--- src/rtl/fsm_cmd_pkg.sv ---
// Shared types and constants for the command sanitizer that feeds the 3-bit
// control FSM's data_input.
package fsm_cmd_pkg;

  typedef logic [2:0] cmd_t;

  typedef enum logic [1:0] {
    S_IDLE   = 2'd0,
    S_GAP    = 2'd1,
    S_LOCKED = 2'd2
  } state_t;

  localparam cmd_t SAFE_CMD      = 3'h0;
  localparam cmd_t CMD_MAX_LEGAL = 3'h5;

  function automatic logic is_legal(cmd_t c);
    return (c <= CMD_MAX_LEGAL);
  endfunction

endpackage

--- src/rtl/fsm_cmd_sanitizer_if.sv ---
// Bundle of the user-side command handshake and the sanitized FSM-side outputs.
// Handshake: a command transfers on a rising clk edge where in_valid && in_ready.
// in_valid may rise at any time. in_cmd must be held stable while in_valid is
// high and in_ready is low. in_ready does not depend on in_valid.
interface fsm_cmd_sanitizer_if #(
  parameter int CNT_W = 8
);
  import fsm_cmd_pkg::*;

  logic             in_valid;
  logic             in_ready;
  cmd_t             in_cmd;
  cmd_t             cmd_out;
  logic             cmd_strobe;
  logic             illegal_pulse;
  logic [CNT_W-1:0] illegal_cnt;
  logic             locked;
  logic             clear_lock;

  modport master (
    output in_valid, in_cmd, clear_lock,
    input  in_ready, cmd_out, cmd_strobe, illegal_pulse, illegal_cnt, locked
  );

  modport slave (
    input  in_valid, in_cmd, clear_lock,
    output in_ready, cmd_out, cmd_strobe, illegal_pulse, illegal_cnt, locked
  );

endinterface

--- src/rtl/fsm_cmd_sanitizer_cmd_fifo.sv ---
// Synchronous FIFO with extra-MSB pointers. Flush returns both pointers to zero
// and takes priority over a push or pop in the same cycle.
module cmd_fifo #(
  parameter int DEPTH = 4,
  parameter int W     = 3
) (
  input  logic         clk,
  input  logic         rst,
  input  logic         push,
  input  logic         pop,
  input  logic         flush,
  input  logic [W-1:0] din,
  output logic [W-1:0] dout,
  output logic         full,
  output logic         empty
);
  localparam int AW = $clog2(DEPTH);

  logic [W-1:0] mem [DEPTH];
  logic [AW:0]  wp;
  logic [AW:0]  rp;
  logic         do_push;
  logic         do_pop;

  assign empty   = (wp == rp);
  assign full    = (wp[AW] != rp[AW]) && (wp[AW-1:0] == rp[AW-1:0]);
  assign do_push = push && !full;
  assign do_pop  = pop && !empty;
  assign dout    = mem[rp[AW-1:0]];

  always_ff @(posedge clk or posedge rst) begin
    if (rst) begin
      wp <= '0;
      rp <= '0;
    end else if (flush) begin
      wp <= '0;
      rp <= '0;
    end else begin
      if (do_push) wp <= wp + (AW+1)'(1);
      if (do_pop)  rp <= rp + (AW+1)'(1);
    end
  end

  always_ff @(posedge clk) begin
    if (do_push && !flush) mem[wp[AW-1:0]] <= din;
  end

endmodule

--- src/rtl/fsm_cmd_sanitizer.sv ---
// Issues queued user commands one at a time to the control FSM. Illegal codes
// are replaced by SAFE_CMD and counted, and enough of them lock the output.
module fsm_cmd_sanitizer
  import fsm_cmd_pkg::*;
#(
  parameter int DEPTH       = 4,
  parameter int GAP         = 1,
  parameter int LOCK_THRESH = 4,
  parameter int CNT_W       = 8
) (
  input  logic                 clk,
  input  logic                 rst,
  fsm_cmd_sanitizer_if.slave   bus,
  output state_t               state_dbg
);
  localparam int GW = (GAP > 0) ? $clog2(GAP + 1) : 1;

  state_t           state_q, state_n;
  logic [GW-1:0]    gcnt_q, gcnt_n;
  cmd_t             cmd_q, cmd_n;
  logic             strobe_q, strobe_n;
  logic             pulse_q, pulse_n;
  logic [CNT_W-1:0] cnt_q, cnt_n;
  logic [CNT_W-1:0] cnt_inc;

  cmd_t head;
  logic full, empty, pop, flush, push, head_legal;

  // While locked every offered command is taken and thrown away.
  assign bus.in_ready = (state_q == S_LOCKED) || !full;
  assign push         = bus.in_valid && bus.in_ready && (state_q != S_LOCKED);

  cmd_fifo #(.DEPTH(DEPTH), .W(3)) u_fifo (
    .clk   (clk),
    .rst   (rst),
    .push  (push),
    .pop   (pop),
    .flush (flush),
    .din   (bus.in_cmd),
    .dout  (head),
    .full  (full),
    .empty (empty)
  );

  always_comb begin
    state_n    = state_q;
    gcnt_n     = gcnt_q;
    cmd_n      = cmd_q;
    strobe_n   = 1'b0;
    pulse_n    = 1'b0;
    cnt_n      = cnt_q;
    pop        = 1'b0;
    flush      = 1'b0;
    head_legal = is_legal(head);
    cnt_inc    = (cnt_q == '1) ? cnt_q : cnt_q + CNT_W'(1);
    case (state_q)
      S_IDLE: begin
        if (!empty) begin
          pop      = 1'b1;
          strobe_n = 1'b1;
          cmd_n    = head_legal ? head : SAFE_CMD;
          state_n  = (GAP > 0) ? S_GAP : S_IDLE;
          gcnt_n   = GW'(GAP);
          if (!head_legal) begin
            pulse_n = 1'b1;
            cnt_n   = cnt_inc;
            // A clear arriving with the threshold-reaching issue cancels the lock.
            if (!bus.clear_lock && (cnt_inc >= CNT_W'(LOCK_THRESH))) begin
              state_n = S_LOCKED;
              flush   = 1'b1;
            end
          end
        end
      end
      S_GAP: begin
        if (gcnt_q <= GW'(1)) state_n = S_IDLE;
        else                  gcnt_n  = gcnt_q - GW'(1);
      end
      S_LOCKED: begin
        flush = 1'b1;
        cmd_n = SAFE_CMD;
        if (bus.clear_lock) state_n = S_IDLE;
      end
      default: state_n = S_IDLE;
    endcase
    if (bus.clear_lock) cnt_n = '0;
  end

  always_ff @(posedge clk or posedge rst) begin
    if (rst) begin
      state_q  <= S_IDLE;
      gcnt_q   <= '0;
      cmd_q    <= SAFE_CMD;
      strobe_q <= 1'b0;
      pulse_q  <= 1'b0;
      cnt_q    <= '0;
    end else begin
      state_q  <= state_n;
      gcnt_q   <= gcnt_n;
      cmd_q    <= cmd_n;
      strobe_q <= strobe_n;
      pulse_q  <= pulse_n;
      cnt_q    <= cnt_n;
    end
  end

  assign bus.cmd_out       = cmd_q;
  assign bus.cmd_strobe    = strobe_q;
  assign bus.illegal_pulse = pulse_q;
  assign bus.illegal_cnt   = cnt_q;
  assign bus.locked        = (state_q == S_LOCKED);
  assign state_dbg         = state_q;

endmodule

--- src/flat_wrapper.sv ---
// flat-port wrapper written by rule: the top's interface ports become plain ports
module fsm_cmd_sanitizer_flat import fsm_cmd_pkg::*;
#(
  parameter int DEPTH       = 4,
  parameter int GAP         = 1,
  parameter int LOCK_THRESH = 4,
  parameter int CNT_W       = 8
)
  (clk, rst, state_dbg, bus_in_valid, bus_in_cmd, bus_clear_lock, bus_in_ready, bus_cmd_out, bus_cmd_strobe, bus_illegal_pulse, bus_illegal_cnt, bus_locked);
  fsm_cmd_sanitizer_if #(.CNT_W(CNT_W)) bus_i ();
  input  logic clk;
  input  logic rst;
  output state_t state_dbg;
  input wire logic [$bits(bus_i.in_valid)-1:0] bus_in_valid;
  input wire logic [$bits(bus_i.in_cmd)-1:0] bus_in_cmd;
  input wire logic [$bits(bus_i.clear_lock)-1:0] bus_clear_lock;
  output wire logic [$bits(bus_i.in_ready)-1:0] bus_in_ready;
  output wire logic [$bits(bus_i.cmd_out)-1:0] bus_cmd_out;
  output wire logic [$bits(bus_i.cmd_strobe)-1:0] bus_cmd_strobe;
  output wire logic [$bits(bus_i.illegal_pulse)-1:0] bus_illegal_pulse;
  output wire logic [$bits(bus_i.illegal_cnt)-1:0] bus_illegal_cnt;
  output wire logic [$bits(bus_i.locked)-1:0] bus_locked;
  assign bus_i.in_valid = bus_in_valid;
  assign bus_i.in_cmd = bus_in_cmd;
  assign bus_i.clear_lock = bus_clear_lock;
  assign bus_in_ready = bus_i.in_ready;
  assign bus_cmd_out = bus_i.cmd_out;
  assign bus_cmd_strobe = bus_i.cmd_strobe;
  assign bus_illegal_pulse = bus_i.illegal_pulse;
  assign bus_illegal_cnt = bus_i.illegal_cnt;
  assign bus_locked = bus_i.locked;
  fsm_cmd_sanitizer #(.DEPTH(DEPTH), .GAP(GAP), .LOCK_THRESH(LOCK_THRESH), .CNT_W(CNT_W)) u_core (.clk(clk), .rst(rst), .bus(bus_i), .state_dbg(state_dbg));
endmodule
--- config.mk ---
export PLATFORM = sky130hd
export DESIGN_NAME = fsm_cmd_sanitizer_flat
export DESIGN_NICKNAME = d
export VERILOG_FILES = /design/src/rtl/fsm_cmd_pkg.sv /design/src/rtl/fsm_cmd_sanitizer_if.sv /design/src/rtl/fsm_cmd_sanitizer_cmd_fifo.sv /design/src/rtl/fsm_cmd_sanitizer.sv /design/src/flat_wrapper.sv
export SDC_FILE = /design/constraint.sdc
export NUM_CORES = 1
export LEC_CHECK = 0
export BUFFER_PORTS_ARGS = -buffer_cell sky130_fd_sc_hd__buf_2
export CORE_MARGIN = 2
export CORE_UTILIZATION = 51
export DETAILED_ROUTE_END_ITERATION = 8
export PLACE_DENSITY = 0.85
export SLEW_MARGIN = 20
export SYNTH_ARGS = -nofsm -noshare
export SYNTH_HDL_FRONTEND = slang
export SYNTH_HIERARCHICAL = 1
export SYNTH_SLANG_ARGS = --single-unit
--- constraint.sdc ---
create_clock -name clk -period 2.52 [get_ports clk]
set_clock_uncertainty 0.05 [all_clocks]
set_input_delay 0.126 -clock clk [delete_from_list [all_inputs] [get_ports clk]]
set_output_delay 0.126 -clock clk [all_outputs]
set_load 0.1 [all_outputs]
# Yosys cells after proc, flatten, opt, wreduce, memory -nomap -nowiden
# Memory sizes are Yosys's and may differ from the RTL's.
# Cells that the tools add are included.
word_totals:
  register_bits: 22
  ram_bits: 12
  output_inout_bits: 17
  memories: 1
op_classes:
  add_sub_neg: 4
  order_cmp: 3
  n_eq_ne: 13
  mux: 32
  n_reduce_logical: 22
mem_list:
  columns: ["name", "words", "width", "read_ports", "rd_clocked_by_memory_dff", "write_ports", "line", "rtl"]
  rows:
  - ["u_core.u_fifo.mem", 4, 3, 1, 0, 1, "fsm_cmd_sanitizer_cmd_fifo.sv:19", "logic [W-1:0] mem [DEPTH];"]
op_table:
  columns: ["operator", "count"]
  rows:
  - ["8-bit 2-to-1 mux", 5]
  - ["3-bit 2-to-1 mux", 6]
  - ["1-bit 2-to-1 mux", 12]
  - ["2-bit != test, second input constant", 6]
  - ["2-bit 2-to-1 mux", 5]
  - ["2-bit nonzero test", 5]
  - ["3-bit AND reduction", 3]
  - ["8-bit by 1-bit adder with 8-bit output, second input constant", 1]
  - ["8-bit == test, second input constant", 1]
  - ["8-bit by 3-bit >= comparator with 1-bit output, second input constant", 1]
  - ["1-bit logical AND", 7]
  - ["3-bit by 1-bit adder with 3-bit output, second input constant", 2]
  - ["2-bit one-hot mux with 3 select lines", 1]
  - ["3-bit one-hot mux with 2 select lines", 1]
  - ["1-bit zero test", 4]
  - ["1-bit one-hot mux with 2 select lines", 2]
  - ["3-bit == test", 1]
  - ["3-bit <= comparator, second input constant", 1]
  - ["2-bit by 1-bit == test with 1-bit output, second input constant", 1]
  - ["2-bit == test", 1]
  - ["2-bit == test, second input constant", 1]
  - ["2-bit zero test", 1]
  - ["2-bit by 1-bit != test with 1-bit output, second input constant", 1]
  - ["2-bit AND reduction", 1]
  - ["4 further kinds", 4]

# Logic depth before layout (Yosys ltp)
# Gate-level depths: netlist of run 1.
depth:
  word_depth: 12
  ltp_mapped: 11
  ltp_nobuf: 9

# By module
# The synthesis of run 1 kept the hierarchy.
by_module_without_submodules:
  columns: ["module", "n_inst", "cells_per_inst", "area_per_inst_um2", "seq_area_each_um2"]
  rows:
  - ["cmd_fifo", 1, 80, 1006.0, 510.5]
  - ["fsm_cmd_sanitizer", 1, 90, 849.6, 375.4]

# Least setup slack after synthesis of run 1
# No wires, ideal clock.
synth_timing:
  path_kind: "reg2reg"
  from: "register u_core.cnt_q[0], in the netlist u_core/bus.illegal_cnt[0]"
  to: "memory u_core.u_fifo.mem[0][0], enable pin"
  setup_ns: 0.374
  arrival_ns: 2.971
  slack_ns: -0.875
  stages_incl_launch_ff: 9
  n_path_buf: 2
  synth_period_minus_slack_ns: 3.395
  cell_sequence: "dfrtp_1 ha_1 clkbuf_1 and4_1 nor3_1 a211o_1 a21o_1 clkbuf_1 nor4b_1"
synth_between:
  elab_chain_len: 12
synth_rtl:
  columns: ["item", "line", "rtl"]
  rows:
  - ["from (decl)", "fsm_cmd_sanitizer.sv:23", "logic [CNT_W-1:0] cnt_q, cnt_n;"]
  - ["from (signal assigned)", "fsm_cmd_sanitizer.sv:103", "cnt_q <= cnt_n;"]
  - ["8-bit by 1-bit adder with 8-bit output or 8-bit == test (tied branches)", "fsm_cmd_sanitizer.sv:55", "cnt_inc = (cnt_q == '1) ? cnt_q : cnt_q + CNT_W'(1);"]
  - ["8-bit 2-to-1 mux *", "fsm_cmd_sanitizer.sv:55", null]
  - ["8-bit by 3-bit >= comparator with 1-bit output *", "fsm_cmd_sanitizer.sv:68", "if (!bus.clear_lock && (cnt_inc >= CNT_W'(LOCK_THRESH))) begin"]
  - ["1-bit logical AND *", "fsm_cmd_sanitizer.sv:68", null]
  - ["1-bit 2-to-1 mux *", "fsm_cmd_sanitizer.sv:68", null]
  - ["1-bit 2-to-1 mux *", "fsm_cmd_sanitizer.sv:64", "if (!head_legal) begin"]
  - ["1-bit 2-to-1 mux *", "fsm_cmd_sanitizer.sv:58", "if (!empty) begin"]
  - ["1-bit one-hot mux with 2 select lines *", "fsm_cmd_sanitizer.sv:56", "case (state_q)"]
  - ["via u_core.flush", "fsm_cmd_sanitizer.sv:27", "logic full, empty, pop, flush, push, head_legal;"]
  - ["1-bit zero test *", "fsm_cmd_sanitizer_cmd_fifo.sv:45", "if (do_push && !flush) mem[wp[AW-1:0]] <= din;"]
  - ["1-bit logical AND *", "fsm_cmd_sanitizer_cmd_fifo.sv:45", null]
  - ["1-bit 2-to-1 mux *", "fsm_cmd_sanitizer_cmd_fifo.sv:45", null]
  - ["1-bit 2-to-1 mux (not written as such) *", "fsm_cmd_sanitizer_cmd_fifo.sv:45", null]
  - ["to (decl)", "fsm_cmd_sanitizer_cmd_fifo.sv:19", null]
# The timed path passes the listed nets; every way through them passes the cells marked *.

# Worst setup path after layout of run 1
layout_timing:
  from: "register u_core.cnt_q[2], in the netlist u_core/bus.illegal_cnt[2]"
  to: "memory u_core.u_fifo.mem[1][1], enable pin"
layout_between:
  elab_chain_len: 12
layout_rtl:
  columns: ["item", "line"]
  rows:
  - ["8-bit by 1-bit adder with 8-bit output or 8-bit == test (tied branches)", "fsm_cmd_sanitizer.sv:55"]
  - ["8-bit 2-to-1 mux *", "fsm_cmd_sanitizer.sv:55"]
  - ["8-bit by 3-bit >= comparator with 1-bit output *", "fsm_cmd_sanitizer.sv:68"]
  - ["1-bit logical AND *", "fsm_cmd_sanitizer.sv:68"]
  - ["1-bit 2-to-1 mux *", "fsm_cmd_sanitizer.sv:68"]
  - ["1-bit 2-to-1 mux *", "fsm_cmd_sanitizer.sv:64"]
  - ["1-bit 2-to-1 mux *", "fsm_cmd_sanitizer.sv:58"]
  - ["1-bit one-hot mux with 2 select lines *", "fsm_cmd_sanitizer.sv:56"]
  - ["1-bit zero test *", "fsm_cmd_sanitizer_cmd_fifo.sv:45"]
  - ["1-bit logical AND *", "fsm_cmd_sanitizer_cmd_fifo.sv:45"]
  - ["1-bit 2-to-1 mux *", "fsm_cmd_sanitizer_cmd_fifo.sv:45"]
  - ["1-bit 2-to-1 mux (not written as such) *", "fsm_cmd_sanitizer_cmd_fifo.sv:45"]
# Every way passes the cells marked *; elsewhere a longest branch is shown, timed or not.

==> qor.txt, run 1 <==
========================================================================================================
Critical path peak fanout .................................................................           10
Total track usage .........................................................................        0.237
Critical path start-end classification .................................................... register to register
Most frequent standard cell in the layout excluding fill and tap cells .................... sky130_fd_sc_hd__buf_2
Standard-cell rows ........................................................................           21
Top cells by area in the synthesized netlist .............................................. sky130_fd_sc_hd__dfrtp_1 28%, sky130_fd_sc_hd__edfxtp_1 19%, sky130_fd_sc_hd__ha_1 4.0%, sky130_fd_sc_hd__mux4_2 3.6%, sky130_fd_sc_hd__nand2_1 2.6%
Routed len/inst ...........................................................................      17.1 µm
Total power divided by cell area ..........................................................  1380 nW/µm²
Switching portion of total power ..........................................................        0.499
Switching pwr .............................................................................      1610 µW
Multiplexer area fraction after synthesis .................................................       0.0418
Post-Syn Area per Cell ....................................................................     10.9 µm²
Highest-count cells in the layout ignoring fill and taps .................................. 23 x sky130_fd_sc_hd__buf_2, 15 x sky130_fd_sc_hd__buf_4, 13 x sky130_fd_sc_hd__nand2_1
Portion of synthesized cell area occupied by the leading cell type ........................        0.283
Final Cycle Share .........................................................................        0.962
Register area share after synthesis .......................................................        0.477
I/O Buffers ...............................................................................           23
Reg2reg path depth ........................................................................            6
Comb power frac ...........................................................................        0.607
Die Area ..................................................................................     4140 µm²
Number of CTS-inserted buffers ............................................................            5
Leakage power .............................................................................  0.000953 µW
Total power ...............................................................................      3210 µW
Worst VDD drop ............................................................................     0.890 mV
Hold Crit Depth ...........................................................................            2
First-pass GRT wire length ................................................................      7400 µm
Min-Delay Path Class ...................................................................... input port to register
Boundary pin count ........................................................................           24
Total length of routed wires ..............................................................      4430 µm
Post-route minimum period .................................................................      2.42 ns
Die height ................................................................................      64.3 µm
Nets ......................................................................................          225
Tightest slew margin relative to the limit ................................................        0.588
Yosys synthesis warning count .............................................................            6
Outcome ................................................................................... finished clean
Final Setup Violations ....................................................................            0
Synth Area in Compound Gates ..............................................................        0.129
Antenna violations before repair ..........................................................            0
XOR/XNOR share of the synthesized area ....................................................       0.0526
Area share of and/or/nand/nor cells after synthesis .......................................        0.208
Cell area after technology mapping ........................................................     1860 µm²
Number of synthesized register bits .......................................................           33
1st-iter DRT viols ........................................................................           95
Number of antenna diodes ..................................................................            0
Count of H-tree levels built during CTS ...................................................            2
Unique masters post-synth .................................................................           42
Pre-Repair DR Iteration Count .............................................................            4
Proportion of power drawn by the clock network ............................................        0.123
Crit Reg-Reg Endpoint ..................................................................... u_core/u_fifo/mem[1][1]
Number of hold violations in the final report .............................................            0
Number of max-slew violations in the final report .........................................            0
Required time at the endpoint of the critical path ........................................      2.50 ns
Initial Util ..............................................................................        0.543
Worst reg2reg startpoint .................................................................. u_core/bus.illegal_cnt[2]
Endpoint, Worst Hold ...................................................................... u_core/bus.illegal_cnt[2]
Critical Path Sink Type ...................................................................     register
Skew-Pair Late Insertion Delay ............................................................      0.34 ns
Ratio of cells with drive above 1 in the final layout .....................................        0.357
TritonCTS clock tree ......................................................................        built
Post-Route Setup TNS ......................................................................         0 ns
Startpoint types ..........................................................................     register
Detailed-route vias per instance ..........................................................         6.08
Vias in the first global route ............................................................         1599
Max-capacitance violation count ...........................................................            0
Mapped Cells ..............................................................................          170
Global placement routability congestion ...................................................        0.863
DRC violation count after routing .........................................................            0
Reg-to-reg setup timing slack .............................................................       0.1 ns
Total nets after synthesis ................................................................          183
Data arrival time of the critical path ....................................................      2.41 ns
Clock root buffer ......................................................................... sky130_fd_sc_hd__clkbuf_4
Via Count .................................................................................         1575
Largest net degree at the start of global routing .........................................           16
Part of the power in registers ............................................................        0.269
Die Width .................................................................................      64.3 µm
Number of nets still failing antenna checks after routing .................................            0
Hpwl dp ...................................................................................      3320 µm
Total number of clock tree sinks ..........................................................           33
Slew at the pin closest to its max-slew limit .............................................     0.614 ns
Start point of the worst hold path ........................................................ bus_clear_lock
Int Pwr ...................................................................................      1610 µW
Area added between synthesis and finish ...................................................        25.6%
Core area .................................................................................     3420 µm²
Total global routing overflow .............................................................            0
Most area-hungry cell type in the Yosys netlist ........................................... sky130_fd_sc_hd__dfrtp_1
Maximum clock path buffer count ...........................................................            2
Adder and majority gate portion of the synthesized area ...................................       0.0405
Finished Core Util ........................................................................        0.682
Combinational family with the most area after synthesis ................................... simple AND/OR/NAND/NOR gates
Unrepaired setup endpoints after global routing ...........................................        false
Maximum clock frequency ...................................................................    0.412 GHz
Post-CTS clock slew at the launch and capture registers of the worst setup and hold paths .      0.11 ns
========================================================================================================
## layer usage
layer	vias up	wire, µm	global-route usage
li1	721	-	-
met2	71	2370	0.424
met3	12	222	0.0563
met1	771	1700	0.261
met4	0	138	0.117
met5	-	0	0
## cell usage after synthesis
cell and n:
sky130_fd_sc_hd__a211o_1 3, sky130_fd_sc_hd__a211oi_1 1, sky130_fd_sc_hd__a21o_1 1, sky130_fd_sc_hd__a21oi_1 3
sky130_fd_sc_hd__a22oi_1 3, sky130_fd_sc_hd__a311oi_1 1, sky130_fd_sc_hd__a311oi_4 1, sky130_fd_sc_hd__a31oi_1 3
sky130_fd_sc_hd__a32oi_1 3, sky130_fd_sc_hd__a41oi_1 2, sky130_fd_sc_hd__and2_1 2, sky130_fd_sc_hd__and3_1 2
sky130_fd_sc_hd__and4_1 2, sky130_fd_sc_hd__buf_2 2, sky130_fd_sc_hd__buf_6 3, sky130_fd_sc_hd__clkbuf_1 3
sky130_fd_sc_hd__dfrtp_1 21, sky130_fd_sc_hd__edfxtp_1 12, sky130_fd_sc_hd__ha_1 6, sky130_fd_sc_hd__inv_1 10
sky130_fd_sc_hd__mux2i_1 1, sky130_fd_sc_hd__mux4_2 3, sky130_fd_sc_hd__nand2_1 13, sky130_fd_sc_hd__nand2b_1 1
sky130_fd_sc_hd__nand3_1 8, sky130_fd_sc_hd__nand4_1 7, sky130_fd_sc_hd__nand4b_1 1, sky130_fd_sc_hd__nor2_1 8
sky130_fd_sc_hd__nor2_4 1, sky130_fd_sc_hd__nor2b_1 4, sky130_fd_sc_hd__nor3_1 9, sky130_fd_sc_hd__nor3_2 1
sky130_fd_sc_hd__nor3b_1 4, sky130_fd_sc_hd__nor4b_1 3, sky130_fd_sc_hd__o211ai_1 2, sky130_fd_sc_hd__o21ai_0 8
sky130_fd_sc_hd__o2bb2ai_1 1, sky130_fd_sc_hd__or3_4 1, sky130_fd_sc_hd__or4_1 1, sky130_fd_sc_hd__xnor2_1 4
sky130_fd_sc_hd__xor2_1 4, sky130_fd_sc_hd__xor2_4 1
## worst max-delay path, cell delays in order, from the launching register on
cell	delay (ns)
sky130_fd_sc_hd__dfrtp_4	0.48
sky130_fd_sc_hd__and4_1	0.34
sky130_fd_sc_hd__and4_1	0.23
sky130_fd_sc_hd__nor3_1	0.05
sky130_fd_sc_hd__a211o_1	0.30
sky130_fd_sc_hd__a21o_2	0.32
sky130_fd_sc_hd__nor4b_4	0.35
## final cells by class
| class | count | area (µm²) |
|---|---|---|
| well taps | 46 | 57.6 |
| clock buffers | 5 | 37.5 |
| clock inverters | 3 | 46.3 |
| repair buffers | 42 | 268 |
| fillers | 249 | 1080 |
| multi-input cells | 120 | 963 |
| inverters | 10 | 41.3 |
| flip-flops and latches | 33 | 917 |
## kinds of logic after synthesis
logic type | Yosys count
adders and majority gates | 6
muxes | 4
buffers and inverters | 18
AOI/OAI and AO/OA | 32
DFF | 33
xor gates and xnor gates | 9
and+or+nand+nor | 68
## power by group through the flow
stage | Sequential (µW) | Combinational (µW) | Clock, µW
after floorplan | 1200 | 1070 | 0
after global placement | 863 | 1820 | 0
after detailed placement | 874 | 1910 | 0
after CTS | 864 | 1930 | 401
after global routing | 886 | 2080 | 428
final | 866 | 1950 | 397
## repair_timing
action | 4_1_cts | 5_1_grt
hold endpoints to repair | 33 | 0
cloned | 0 | 1
buffers inserted | 0 | 0
resized for setup | 1 | 4
endpoints found under the setup margin | 11 | 14
hold buffers | 4 | 0
pin swaps | 1 | 2
## registers in the layout (all words and copies together) (netlist names)
signal / flops
u_core/state_dbg: 2
u_core/u_fifo/rp: 3
u_core/u_fifo/mem: 12
u_core/bus.illegal_pulse: 1
u_core/u_fifo/wp: 3
u_core/bus.cmd_strobe: 1
u_core/bus.cmd_out: 3
u_core/bus.illegal_cnt: 8
## stage by stage
stage	setup slack [ns]	std cells	cell area, µm²	hold slack (ns)
after floorplan	-0.0618	170	1970	-0.133
after global placement	0.101	246	2190	0.0230
after detailed placement	-0.0710	246	2190	0.00975
after CTS	0.0106	258	2310	0.0340
after global routing	0.0169	259	2330	0.0344
final	0.0954	259	2330	0.0380
## worst max-delay path by stage
stage | from | end | slack [ns] | cells past startpoint
after floorplan | u_core/bus.illegal_cnt[2] | u_core/u_fifo/mem[0][0] | -0.06 | 9
after global placement | u_core/bus.illegal_cnt[0] | u_core/u_fifo/mem[1][2] | 0.10 | 6
after detailed placement | u_core/bus.illegal_cnt[0] | u_core/u_fifo/mem[0][1] | -0.07 | 6
after CTS | u_core/bus.illegal_cnt[0] | u_core/u_fifo/mem[1][1] | 0.01 | 6
after global routing | u_core/bus.illegal_cnt[5] | u_core/u_fifo/mem[1][1] | 0.02 | 6
final | u_core/bus.illegal_cnt[2] | u_core/u_fifo/mem[1][1] | 0.1 | 6
(Power assumes the default switching activity.)
==> run 2, diff against run 1 <==
--- a/config.mk
+++ b/config.mk
@@ -9,6 +9,7 @@
 export CORE_MARGIN = 2
 export CORE_UTILIZATION = 51
 export DETAILED_ROUTE_END_ITERATION = 8
+export MAX_ROUTING_LAYER = met4
 export PLACE_DENSITY = 0.85
 export SLEW_MARGIN = 20
 export SYNTH_ARGS = -nofsm -noshare
==> qor.txt, run 2 (synthesis results as in run 1) <==
========================================================================================================
Reg2reg path depth ........................................................................            6   unchanged
Worst VDD drop ............................................................................      1.03 mV   +16%
Cells along the critical path ............................................................. and4_2, and4_1, nor3_1, a211o_1, a21o_4, nor4b_4
Largest net degree at the start of global routing .........................................           16   unchanged
Initial Util ..............................................................................        0.543   unchanged
Die height ................................................................................      64.3 µm   unchanged
Hold Crit Depth ...........................................................................            2   unchanged
Max-capacitance violation count ...........................................................            0   unchanged
Crit Reg-Reg Endpoint ..................................................................... u_core/u_fifo/mem[0][1]
Area added between synthesis and finish ...................................................        26.1%
Outcome ................................................................................... finished clean
Number of antenna diodes ..................................................................            0   unchanged
Total global routing overflow .............................................................            0   unchanged
Skew-Pair Late Insertion Delay ............................................................      0.34 ns   about the same
Post-CTS clock slew at the launch and capture registers of the worst setup and hold paths .      0.11 ns   about the same
Vias in the first global route ............................................................         1487   -7.0%
Slew at the pin closest to its max-slew limit .............................................     0.562 ns   -0.0520 ns
Detailed-route vias per instance ..........................................................         5.96   -2.0%
Start point of the worst hold path ........................................................ bus_clear_lock
I/O Buffers ...............................................................................           23   unchanged
Number of CTS-inserted buffers ............................................................            5   unchanged
Required time at the endpoint of the critical path ........................................      2.49 ns   about the same
Die Area ..................................................................................     4140 µm²   unchanged
Leakage power .............................................................................  0.000949 µW   -0.44%
Data arrival time of the critical path ....................................................      2.37 ns   -0.04 ns
DRC violation count after routing .........................................................            0   unchanged
Count of buffers added by post-CTS timing repair for setup ................................            0   unchanged
Count of H-tree levels built during CTS ...................................................            2   unchanged
Reg-to-reg setup timing slack .............................................................      0.12 ns   +0.03 ns
Post-route minimum period .................................................................      2.40 ns   -0.0252 ns
Total power ...............................................................................      3190 µW   -0.62%
Final Setup Violations ....................................................................            0   unchanged
Worst hold-check slack ....................................................................    0.0423 ns   +0.00431 ns
Via Count .................................................................................         1537   -2.4%
Die Width .................................................................................      64.3 µm   unchanged
Most frequent standard cell in the layout excluding fill and tap cells .................... sky130_fd_sc_hd__buf_2
1st-iter DRT viols ........................................................................          122   +28%
Critical Path Sink Type ...................................................................     register
Register area .............................................................................      917 µm²   unchanged
Unrepaired setup endpoints after global routing ...........................................        false
Startpoint types ..........................................................................     register
Antenna violations before repair ..........................................................            0   unchanged
Routed len/inst ...........................................................................      16.4 µm   -4.4%
Max stage delay cell, worst path .......................................................... sky130_fd_sc_hd__dfrtp_4
Launching instance or port of the critical path ........................................... u_core/bus.illegal_cnt[2]
Global placement routability congestion ...................................................        0.837   -3.0%
Switching pwr .............................................................................      1580 µW   -1.3%
Tightest slew margin relative to the limit ................................................        0.625   +0.0372
Ratio of cells with drive above 1 in the final layout .....................................        0.358   +0.00168
First-pass GRT wire length ................................................................      6960 µm   -6.1%
Highest-count cells in the layout ignoring fill and taps .................................. 23 x sky130_fd_sc_hd__buf_2, 15 x sky130_fd_sc_hd__buf_4, 13 x sky130_fd_sc_hd__nand2_1
Comb power frac ...........................................................................        0.603   -0.004
Footprint of the multi-input gates ........................................................      972 µm²   +0.91%
Nets ......................................................................................          224   -0.44%
Largest register FFs ......................................................................           12   unchanged
Final Cycle Share .........................................................................        0.952   -0.00999
Maximum clock path buffer count ...........................................................            2   unchanged
Hpwl dp ...................................................................................      3220 µm   -3.0%
Maximum single-stage delay on the critical path ...........................................      0.48 ns   about the same
Worst reg2reg startpoint .................................................................. u_core/bus.illegal_cnt[2]
Endpoint, Worst Hold ...................................................................... u_core/bus.illegal_cnt[6]
Total power divided by cell area ..........................................................  1370 nW/µm²   -0.99%
Pre-Repair DR Iteration Count .............................................................            4   unchanged
Boundary pin count ........................................................................           24   unchanged
Number of nets still failing antenna checks after routing .................................            0   unchanged
TritonCTS clock tree ......................................................................        built
Total number of clock tree sinks ..........................................................           33   unchanged
Proportion of power drawn by the clock network ............................................        0.125   +0.002
Critical path start-end classification .................................................... register to register
Switching portion of total power ..........................................................        0.496   -0.00366
Part of the power in registers ............................................................        0.272   +0.003
Maximum clock frequency ...................................................................    0.417 GHz   +1.0%
Total track usage .........................................................................        0.230   -0.00754
Clock root buffer ......................................................................... sky130_fd_sc_hd__clkbuf_4
Int Pwr ...................................................................................      1610 µW   +0.10%
Number of hold violations in the final report .............................................            0   unchanged
Total length of routed wires ..............................................................      4220 µm   -4.8%
Core area .................................................................................     3420 µm²   unchanged
Standard-cell rows ........................................................................           21   unchanged
Critical path peak fanout .................................................................           10   unchanged
Filler cell count .........................................................................          272   +9.2%
Min-Delay Path Class ...................................................................... input port to register
Number of max-slew violations in the final report .........................................            0   unchanged
========================================================================================================
[run 2: changes by cell type in the layout (fill, tap and decap cells not counted)]
| cell | before | now |
|---|---|---|
| sky130_fd_sc_hd__a21o_2 | 2 | 0 |
| sky130_fd_sc_hd__a21o_4 | 0 | 1 |
| sky130_fd_sc_hd__and4_1 | 2 | 1 |
| sky130_fd_sc_hd__and4_2 | 0 | 1 |
| sky130_fd_sc_hd__ha_2 | 1 | 0 |
| sky130_fd_sc_hd__ha_4 | 0 | 1 |
[run 2: stage by stage]
step / instance area, µm² / utilization / worst slack, ns / cells / setup TNS [ns]
floorplan: 1970 / - / -0.0618 / 170 / -0.614
global placement: 2190 / 0.641 / 0.0774 / 246 / 0
detailed placement: 2190 / 0.641 / -0.124 / 246 / -0.669
CTS: 2310 / 0.677 / 0.00741 / 258 / 0
global route: 2340 / 0.685 / 0.00430 / 258 / 0
finish: 2340 / 0.685 / 0.121 / 258 / 0
[run 2: what timing repair did]
action                                  in CTS  in global routing
hold endpoints to repair                    33                  0
hold buffers                                 4                  0
endpoints found under the setup margin      14                 14
pin swaps                                    1                  3
resized for setup                            1                  6
[run 2: worst max path at each step]
| stage | cells after the start | slack, ns | end |
|---|---|---|---|
| detailed placement | 8 | -0.12 | u_core/u_fifo/wp[0] |
| finish | 6 | 0.12 | u_core/u_fifo/mem[0][1] |
| global route | 6 | 0.004 | u_core/u_fifo/mem[0][1] |
| CTS | 6 | 0.007 | u_core/u_fifo/mem[1][2] |
| floorplan | 9 | -0.06 | u_core/u_fifo/mem[0][0] |
| global placement | 6 | 0.08 | u_core/u_fifo/mem[1][0] |
[run 2: layer usage]
metal,wire length [µm],up-vias,track usage,share of wire
li1,-,722,-,-
met1,1700,758,0.256,0.40
met2,2260,47,0.397,0.54
met3,184,10,0.0475,0.044
met4,78,0,0.101,0.018
met5,0,-,-,0
[run 2: layout make-up]
class / instances / area share
clock buffer: 5 / 0.0160
clock inverter: 3 / 0.0198
inverter: 10 / 0.0176
multi-input combinational: 119 / 0.416
sequential: 33 / 0.392
tap: 46 / 0.0246
timing repair buffer: 42 / 0.114
[run 2: critical path, delay by kind of cell, from the launching register on]
kind	cells	cell delay (ns)
DFF	1	0.48
AOI/OAI and AO/OA	2	0.60
and+or+nand+nor	4	0.95
[run 2: power groups by stage]
| stage | registers [µW] | logic (µW) | clock network, µW |
|---|---|---|---|
| 2_1_floorplan | 1200 | 1070 | 0 |
| 6_report | 868 | 1930 | 399 |
| 3_5_place_dp | 874 | 1890 | 0 |
| 5_1_grt | 893 | 2060 | 433 |
| 4_1_cts | 863 | 1910 | 409 |
| 3_3_place_gp | 862 | 1820 | 0 |
